File: src/rtl/mw_writeback.sv
// M->W pipeline register plus writeback datapath (load extract/extend, lwl/lwr merge, result select).
// Latency: M inputs captured on edge N; instr_w and rf_*/fwd_* valid during cycle N+1 (rf_* combinational from decoder).
// Backpressure: stall_w holds every W register; flush_w loads a bubble and wins over stall. Optional MW_RETIRE_CNT_EN adds retire_cnt.
module mw_writeback (
  input  logic        clk,
  input  logic        reset_n,
  input  logic        stall_w,
  input  logic        flush_w,
  input  logic [31:0] instr_m,
  input  logic [31:0] pc8_m,
  input  logic [31:0] alu_m,
  input  logic [31:0] dm_rdata_m,
  input  logic [31:0] rt_val_m,
  input  logic [31:0] hi_m,
  input  logic [31:0] lo_m,
  input  logic [4:0]  wreg_m,
  input  logic        cond_m,
  input  logic        valid_m,
  output logic [31:0] instr_w,
  input  logic        regwrite_w,
  input  logic [1:0]  lwmode_w,
  input  logic [1:0]  bextmode_w,
  input  logic [2:0]  memtoreg_w,
  output logic        rf_we,
  output logic [4:0]  rf_wa,
  output logic [31:0] rf_wd,
  output logic        fwd_valid,
  output logic [4:0]  fwd_addr,
  output logic [31:0] fwd_data
`ifdef MW_RETIRE_CNT_EN
  ,
  output logic [31:0] retire_cnt
`endif
);

  logic [31:0] r_instr, r_pc8, r_alu, r_dm, r_rtv, r_hi, r_lo;
  logic [4:0]  r_wreg;
  logic        r_cond, r_valid;

  logic [1:0]  w_k;
  logic [7:0]  w_byte;
  logic [15:0] w_half;
  logic        w_zext;
  logic [31:0] w_lwl, w_lwr, w_mem, w_sel;
  logic        w_we;

  // W pipeline register: reset > flush > stall > load
  always_ff @(posedge clk) begin
    if (!reset_n || flush_w) begin
      r_instr <= '0;
      r_pc8   <= '0;
      r_alu   <= '0;
      r_dm    <= '0;
      r_rtv   <= '0;
      r_hi    <= '0;
      r_lo    <= '0;
      r_wreg  <= '0;
      r_cond  <= 1'b0;
      r_valid <= 1'b0;
    end else if (!stall_w) begin
      r_instr <= instr_m;
      r_pc8   <= pc8_m;
      r_alu   <= alu_m;
      r_dm    <= dm_rdata_m;
      r_rtv   <= rt_val_m;
      r_hi    <= hi_m;
      r_lo    <= lo_m;
      r_wreg  <= wreg_m;
      r_cond  <= cond_m;
      r_valid <= valid_m;
    end
  end

`ifdef MW_RETIRE_CNT_EN
  logic [31:0] r_retire_cnt;

  // Count W-slot instructions that leave the slot (not held by stall); wraps naturally
  always_ff @(posedge clk) begin
    if (!reset_n)
      r_retire_cnt <= '0;
    else if (r_valid && (!stall_w || flush_w))
      r_retire_cnt <= r_retire_cnt + 32'd1;
  end

  assign retire_cnt = r_retire_cnt;
`endif

  assign instr_w = r_instr;
  assign w_k     = r_alu[1:0];
  assign w_zext  = r_instr[28];   // lbu/lhu opcodes have bit 28 set

  // Byte/half pick from the aligned word, little-endian
  always_comb begin
    w_byte = r_dm[7:0];
    case (w_k)
      2'd0: w_byte = r_dm[7:0];
      2'd1: w_byte = r_dm[15:8];
      2'd2: w_byte = r_dm[23:16];
      2'd3: w_byte = r_dm[31:24];
      default: w_byte = r_dm[7:0];
    endcase
    w_half = r_alu[1] ? r_dm[31:16] : r_dm[15:0];
  end

  // Unaligned-load merges against the forwarded rt value
  always_comb begin
    w_lwl = r_dm;
    w_lwr = r_dm;
    case (w_k)
      2'd0: begin w_lwl = {r_dm[7:0],  r_rtv[23:0]}; w_lwr = r_dm;                         end
      2'd1: begin w_lwl = {r_dm[15:0], r_rtv[15:0]}; w_lwr = {r_rtv[31:24], r_dm[31:8]};  end
      2'd2: begin w_lwl = {r_dm[23:0], r_rtv[7:0]};  w_lwr = {r_rtv[31:16], r_dm[31:16]}; end
      2'd3: begin w_lwl = r_dm;                       w_lwr = {r_rtv[31:8],  r_dm[31:24]}; end
      default: begin w_lwl = r_dm; w_lwr = r_dm; end
    endcase
  end

  // Memory result: lwl/lwr override the byte/half extension mode
  always_comb begin
    w_mem = r_dm;
    if (lwmode_w == 2'b01)
      w_mem = w_lwl;
    else if (lwmode_w == 2'b10)
      w_mem = w_lwr;
    else if (bextmode_w == 2'b01)
      w_mem = {{24{~w_zext & w_byte[7]}}, w_byte};
    else if (bextmode_w == 2'b10)
      w_mem = {{16{~w_zext & w_half[15]}}, w_half};
  end

  // Result select
  always_comb begin
    w_sel = '0;
    case (memtoreg_w)
      3'b001:  w_sel = r_alu;
      3'b010:  w_sel = w_mem;
      3'b011:  w_sel = r_pc8;
      3'b100:  w_sel = r_hi;
      3'b101:  w_sel = r_lo;
      default: w_sel = '0;
    endcase
  end

  // Write port is fully zeroed when no write happens so the hazard unit never sees stale data
  assign w_we      = regwrite_w & r_valid & r_cond & (r_wreg != 5'd0);
  assign rf_we     = w_we;
  assign rf_wa     = w_we ? r_wreg : 5'd0;
  assign rf_wd     = w_we ? w_sel  : 32'd0;
  assign fwd_valid = rf_we;
  assign fwd_addr  = rf_wa;
  assign fwd_data  = rf_wd;

endmodule

File: config.mk
export PLATFORM = sky130hd
export DESIGN_NAME = mw_writeback
export DESIGN_NICKNAME = d
export VERILOG_FILES = /design/src/rtl/mw_writeback.sv
export SDC_FILE = /design/constraint.sdc
export NUM_CORES = 1
export LEC_CHECK = 0
export ABC_AREA = 1
export BUFFER_PORTS_ARGS = -buffer_cell sky130_fd_sc_hd__buf_2
export CAP_MARGIN = 15
export CORE_ASPECT_RATIO = 1.4
export CORE_UTILIZATION = 52
export CTS_BUF_LIST = sky130_fd_sc_hd__clkbuf_16
export DETAILED_ROUTE_END_ITERATION = 10
export GPL_TIMING_DRIVEN = 0
export PLACE_DENSITY = 0.85
export SYNTH_ARGS = -nofsm -noshare
export SYNTH_HDL_FRONTEND = slang
export SYNTH_SLANG_ARGS = --single-unit
File: constraint.sdc
create_clock -name clk -period 2.02 [get_ports clk]
set_input_delay 0 -clock clk [delete_from_list [all_inputs] [get_ports clk]]
set_output_delay 0 -clock clk [all_outputs]
set_load 0.1 [all_outputs]
==> impl_metrics.ini, run 1 <==
[clock_tree]
h-tree-depth = 1
cts_sinks = 231
root_buffer = clkbuf_16
ctsLongestPathBuffers = 3
cts_made_buffers = 23

[global_route]
grt_max_degree = 16
grt_first_pass_wirelength_mm = 123
grt_use_total_pct = 73.1
grt-ovfl-total = 21
grt_pass1_vias = 19600

[yosys]
netlist.top_cell.by_area = dfxtp_1
yosysWarningCount = 0
ys.flop_type = dfxtp_1
synthCells = 1699
seq_area_frac_synth_pct = 40.0
synth-edff-count = 0
synth_area_leaders = dfxtp_1 (40%), nand2_1 (18%), a21oi_1 (10%)
synth_commonest_cells = nand2_1 (540), a21oi_1 (231), dfxtp_1 (231)
synth.distinct_cells = 34
async_reset_ff_share_pct = 0
syn_area_per_cell_um2 = 6.80
post-synth-top-count-cell = nand2_1
synth.top_cell.area_share_pct = 40.0
syn_area_um2 = 11500
yosys_register_bits = 231
syn-num-nets = 1942

[outcome]
status = aborted with a tool error
error = [ERROR GRT-0116] Global routing finished with congestion. Check the congestion regions in the DRC Viewer.
stop_stage = 5_1_grt

[floorplanning]
start_util_pct = 53.0
rows = 64
die_y_um = 178
die_w_um = 128
io_pins = 351

[place]
port_buffers = 349
dp_hpwl_mm = 40.7
routabilityCongestion = 1.01
[timing repair]
item | CTS
endpoints found under the setup margin | 75
cloned | 7
hold endpoints to repair | 231
pin swaps | 68
hold buffers | 231
buffers inserted | 28
gates resized for setup | 349
[cells by family after synthesis]
logic type / after synthesis / synth area share (%)
simple gates: 715 / 24.4
buf+inv: 280 / 11.2
compound gates: 473 / 24.4
flops: 231 / 40.0
[per-stage QoR]
stage	area [µm²]	util [%]	setup WS, ps	hold slack, ps	std cells
2_1_floorplan	12400	-	-305	145	1699
3_3_place_gp	14500	66.7	-522	249	2345
3_5_place_dp	14500	66.8	-503	255	2346
4_1_cts	19100	87.7	-570	270	2653
[layer usage]
layer,global-route usage (%),GRT overflow
met5,12.7,0
met4,80.2,11
met3,52.2,0
met2,94.7,9
met1,70.4,1
==> run 2, diff against run 1 <==
--- a/config.mk
+++ b/config.mk
@@ -8,12 +8,10 @@
 export ABC_AREA = 1
 export BUFFER_PORTS_ARGS = -buffer_cell sky130_fd_sc_hd__buf_2
 export CAP_MARGIN = 15
-export CORE_ASPECT_RATIO = 1.4
-export CORE_UTILIZATION = 52
-export CTS_BUF_LIST = sky130_fd_sc_hd__clkbuf_16
+export CORE_UTILIZATION = 40
 export DETAILED_ROUTE_END_ITERATION = 10
 export GPL_TIMING_DRIVEN = 0
-export PLACE_DENSITY = 0.85
+export PLACE_DENSITY_LB_ADDON = 0.15
 export SYNTH_ARGS = -nofsm -noshare
 export SYNTH_HDL_FRONTEND = slang
 export SYNTH_SLANG_ARGS = --single-unit
==> run 2 against run 1 <==
Against the previous run:
- the flow now finishes, with violations (negative setup slack)
- synthesized cell count unchanged
- area after synthesis unchanged
==> impl_metrics.ini, run 2 <==
[drt]
first_iter_violations = 1538
dr_total_vias = 15400
wirelength_mm = 61.1
drtAntennaViolNets = 0
wire_per_inst_um = 22.1
post-route-drc-count = 0
dr.pass1.iters = 8
drt-vias-per-instance = 5.56

[clock_tree]
cts_sinks = 231
h-tree-depth = 1
root_buffer = clkbuf_16
ctsLongestPathBuffers = 3
cts_made_buffers = 26
clk_pin_slew_ps = 60
clk_latency_ps = 540
cts_tree = done

[pwr]
p_leak_uw = 0.00841
ir_drop_mv = 0.582
power_density_nw_per_um2 = 595
power_uw = 12300

[cells_and_area]
area_growth_pct = 78.4
final_core_util_pct = 73.4
fin_nets = 2608
fillers = 2153
layout_commonest_cell = nand2_1
layout_common_cells = nand2_1 (462), buf_2 (286), dlygate4sd3_1 (231), dfxtp_1 (225), a21oi_1 (186)
drive_gt1_share_pct = 31.2
multiInputGateArea_um2 = 6900
regArea_um2 = 4640

[sta]
setup_viol = 64
timing.final.ws_setup_ps = -625
slew_headroom_pct = 16.2
rsz0062_at_grt = true
clock.fmax_mhz = 378
fin_worst_hold_slack_ps = 251
fin_crit_sh_pct = 131
fin_worst_skew_ps = 0
fin_setup_tns_ps = -33410
period_minus_slack_ps = 2640
maxSlewViolCount = 0
worst_slew_pin_slew_ps = 1260
hold_violations = 0

[setup_path]
path_common_cell = buf_16
endpoint_kind = primary output
path_max_fanout = 6
crit_type = reg2out
cp_slowest_stage_delay_ps = 430
critPathTopFamily = buffers and inverters
required_ps = 2020
cp_slowest_cell = dfxtp_4
crit_path_cell_trace = inv_8, buf_16, nor2_8, buf_8, buf_6, nand2_1, a31oi_1, nand2_4, a21oi_4, buf_12, buf_16
start_kind = flop
critical_path_buf_inv_count = 6
cp.arrival_ps = 2640

[yosys]
yosys_register_bits = 231
ys.flop_type = dfxtp_1
yosysWarningCount = 0
syn_area_um2 = 11500
syn-num-nets = 1942
synth_area_leaders = dfxtp_1 (40%), nand2_1 (18%), a21oi_1 (10%)
synth.distinct_cells = 34
syn_area_per_cell_um2 = 6.80
synth-edff-count = 0
seq_area_frac_synth_pct = 40.0
async_reset_ff_share_pct = 0
synth_commonest_cells = nand2_1 (540), a21oi_1 (231), dfxtp_1 (231)
synth.top_cell.area_share_pct = 40.0
post-synth-top-count-cell = nand2_1
synthCells = 1699
netlist.top_cell.by_area = dfxtp_1

[floorplanning]
dieArea_um2 = 29600
coreArea_um2 = 28100
die_y_um = 172
start_util_pct = 41.1
io_pins = 351
rows = 61
die_w_um = 172

[place]
dp_slack_ps = -584
dp_hpwl_mm = 41.3
port_buffers = 349
routabilityCongestion = 0.997

[worst_hold_path]
holdCritPathClass = in2reg

[flow_run]
maxCapViolations = 0

[outcome]
failed_checks = negative setup slack
status = complete, but fails checks

[global_route]
grt_pass1_vias = 15100
grt_max_degree = 14
antenna_found_initial = 1
grt_first_pass_wirelength_mm = 87.9
grt_use_total_pct = 39.9
grt-ovfl-total = 0
run 2: kinds of logic after synthesis:
family                 after synthesis  synth area share, %
AO/OA/AOI/OAI                      473                 24.4
buffers and inverters              280                 11.2
flip-flops                         231                 40.0
AND/OR/NAND/NOR                    715                 24.4
run 2: stage by stage:
step / instance area [µm²] / instances
after global routing: 20600 / 2763
after detailed placement: 14700 / 2428
after floorplan: 12400 / 1699
after CTS: 19900 / 2754
final: 20600 / 2764
after global placement: 14600 / 2426
run 2: per-layer routing:
metal	wire length, µm	track usage [%]	up-vias
met4	3820	24.0	0
met3	5040	5.63	243
met1	23600	49.5	7220
met2	28700	65.6	968
met5	0	0	-
li1	-	-	6931
run 2: final timing paths:
| kind | from | to | slack, ps | cells past startpoint |
|---|---|---|---|---|
| min | instr_m[4] | instr_w[4] | 250 | 4 |
| min reg2reg | r_lo[4] | r_lo[4] | 460 | 2 |
| max reg2reg | r_alu[1] | r_alu[1] | 860 | 4 |
| max | r_alu[1] | rf_wd[12] | -620 | 11 |
run 2: worst min-delay path, delay by kind of cell:
| family | cells | cell delay (ps) |
|---|---|---|
| buffers and inverters | 2 | 610 |
| AOI/OAI and AO/OA | 1 | 100 |
| and+or+nand+nor | 1 | 40 |
run 2: layout make-up:
class,count,area share (%)
clock buffer,41,3.82
timing repair buffer,641,28.7
buffer,159,6.43
sequential,231,22.5
tap,378,2.30
antenna,1,0.0121
inverter,118,2.29
multi-input combinational,1188,33.5
clock inverter,7,0.480
run 2: repair_timing:
| action | in CTS | in global routing |
|---|---|---|
| hold buffers | 231 | 0 |
| pin swaps | 49 | 84 |
| setup buffers | 38 | 13 |
| gates resized for setup | 391 | 176 |
| setup endpoints to repair | 75 | 69 |
| gates cloned | 9 | 2 |
| hold endpoints to repair | 231 | 0 |
run 2: power by group:
| part | internal (µW) | total [µW] | switching, µW |
|---|---|---|---|
| Sequential | 4720 | 4870 | 149 |
| Combinational | 1020 | 2490 | 1470 |
| Clock | 2920 | 4900 | 1980 |
(Power assumes the default switching activity.)
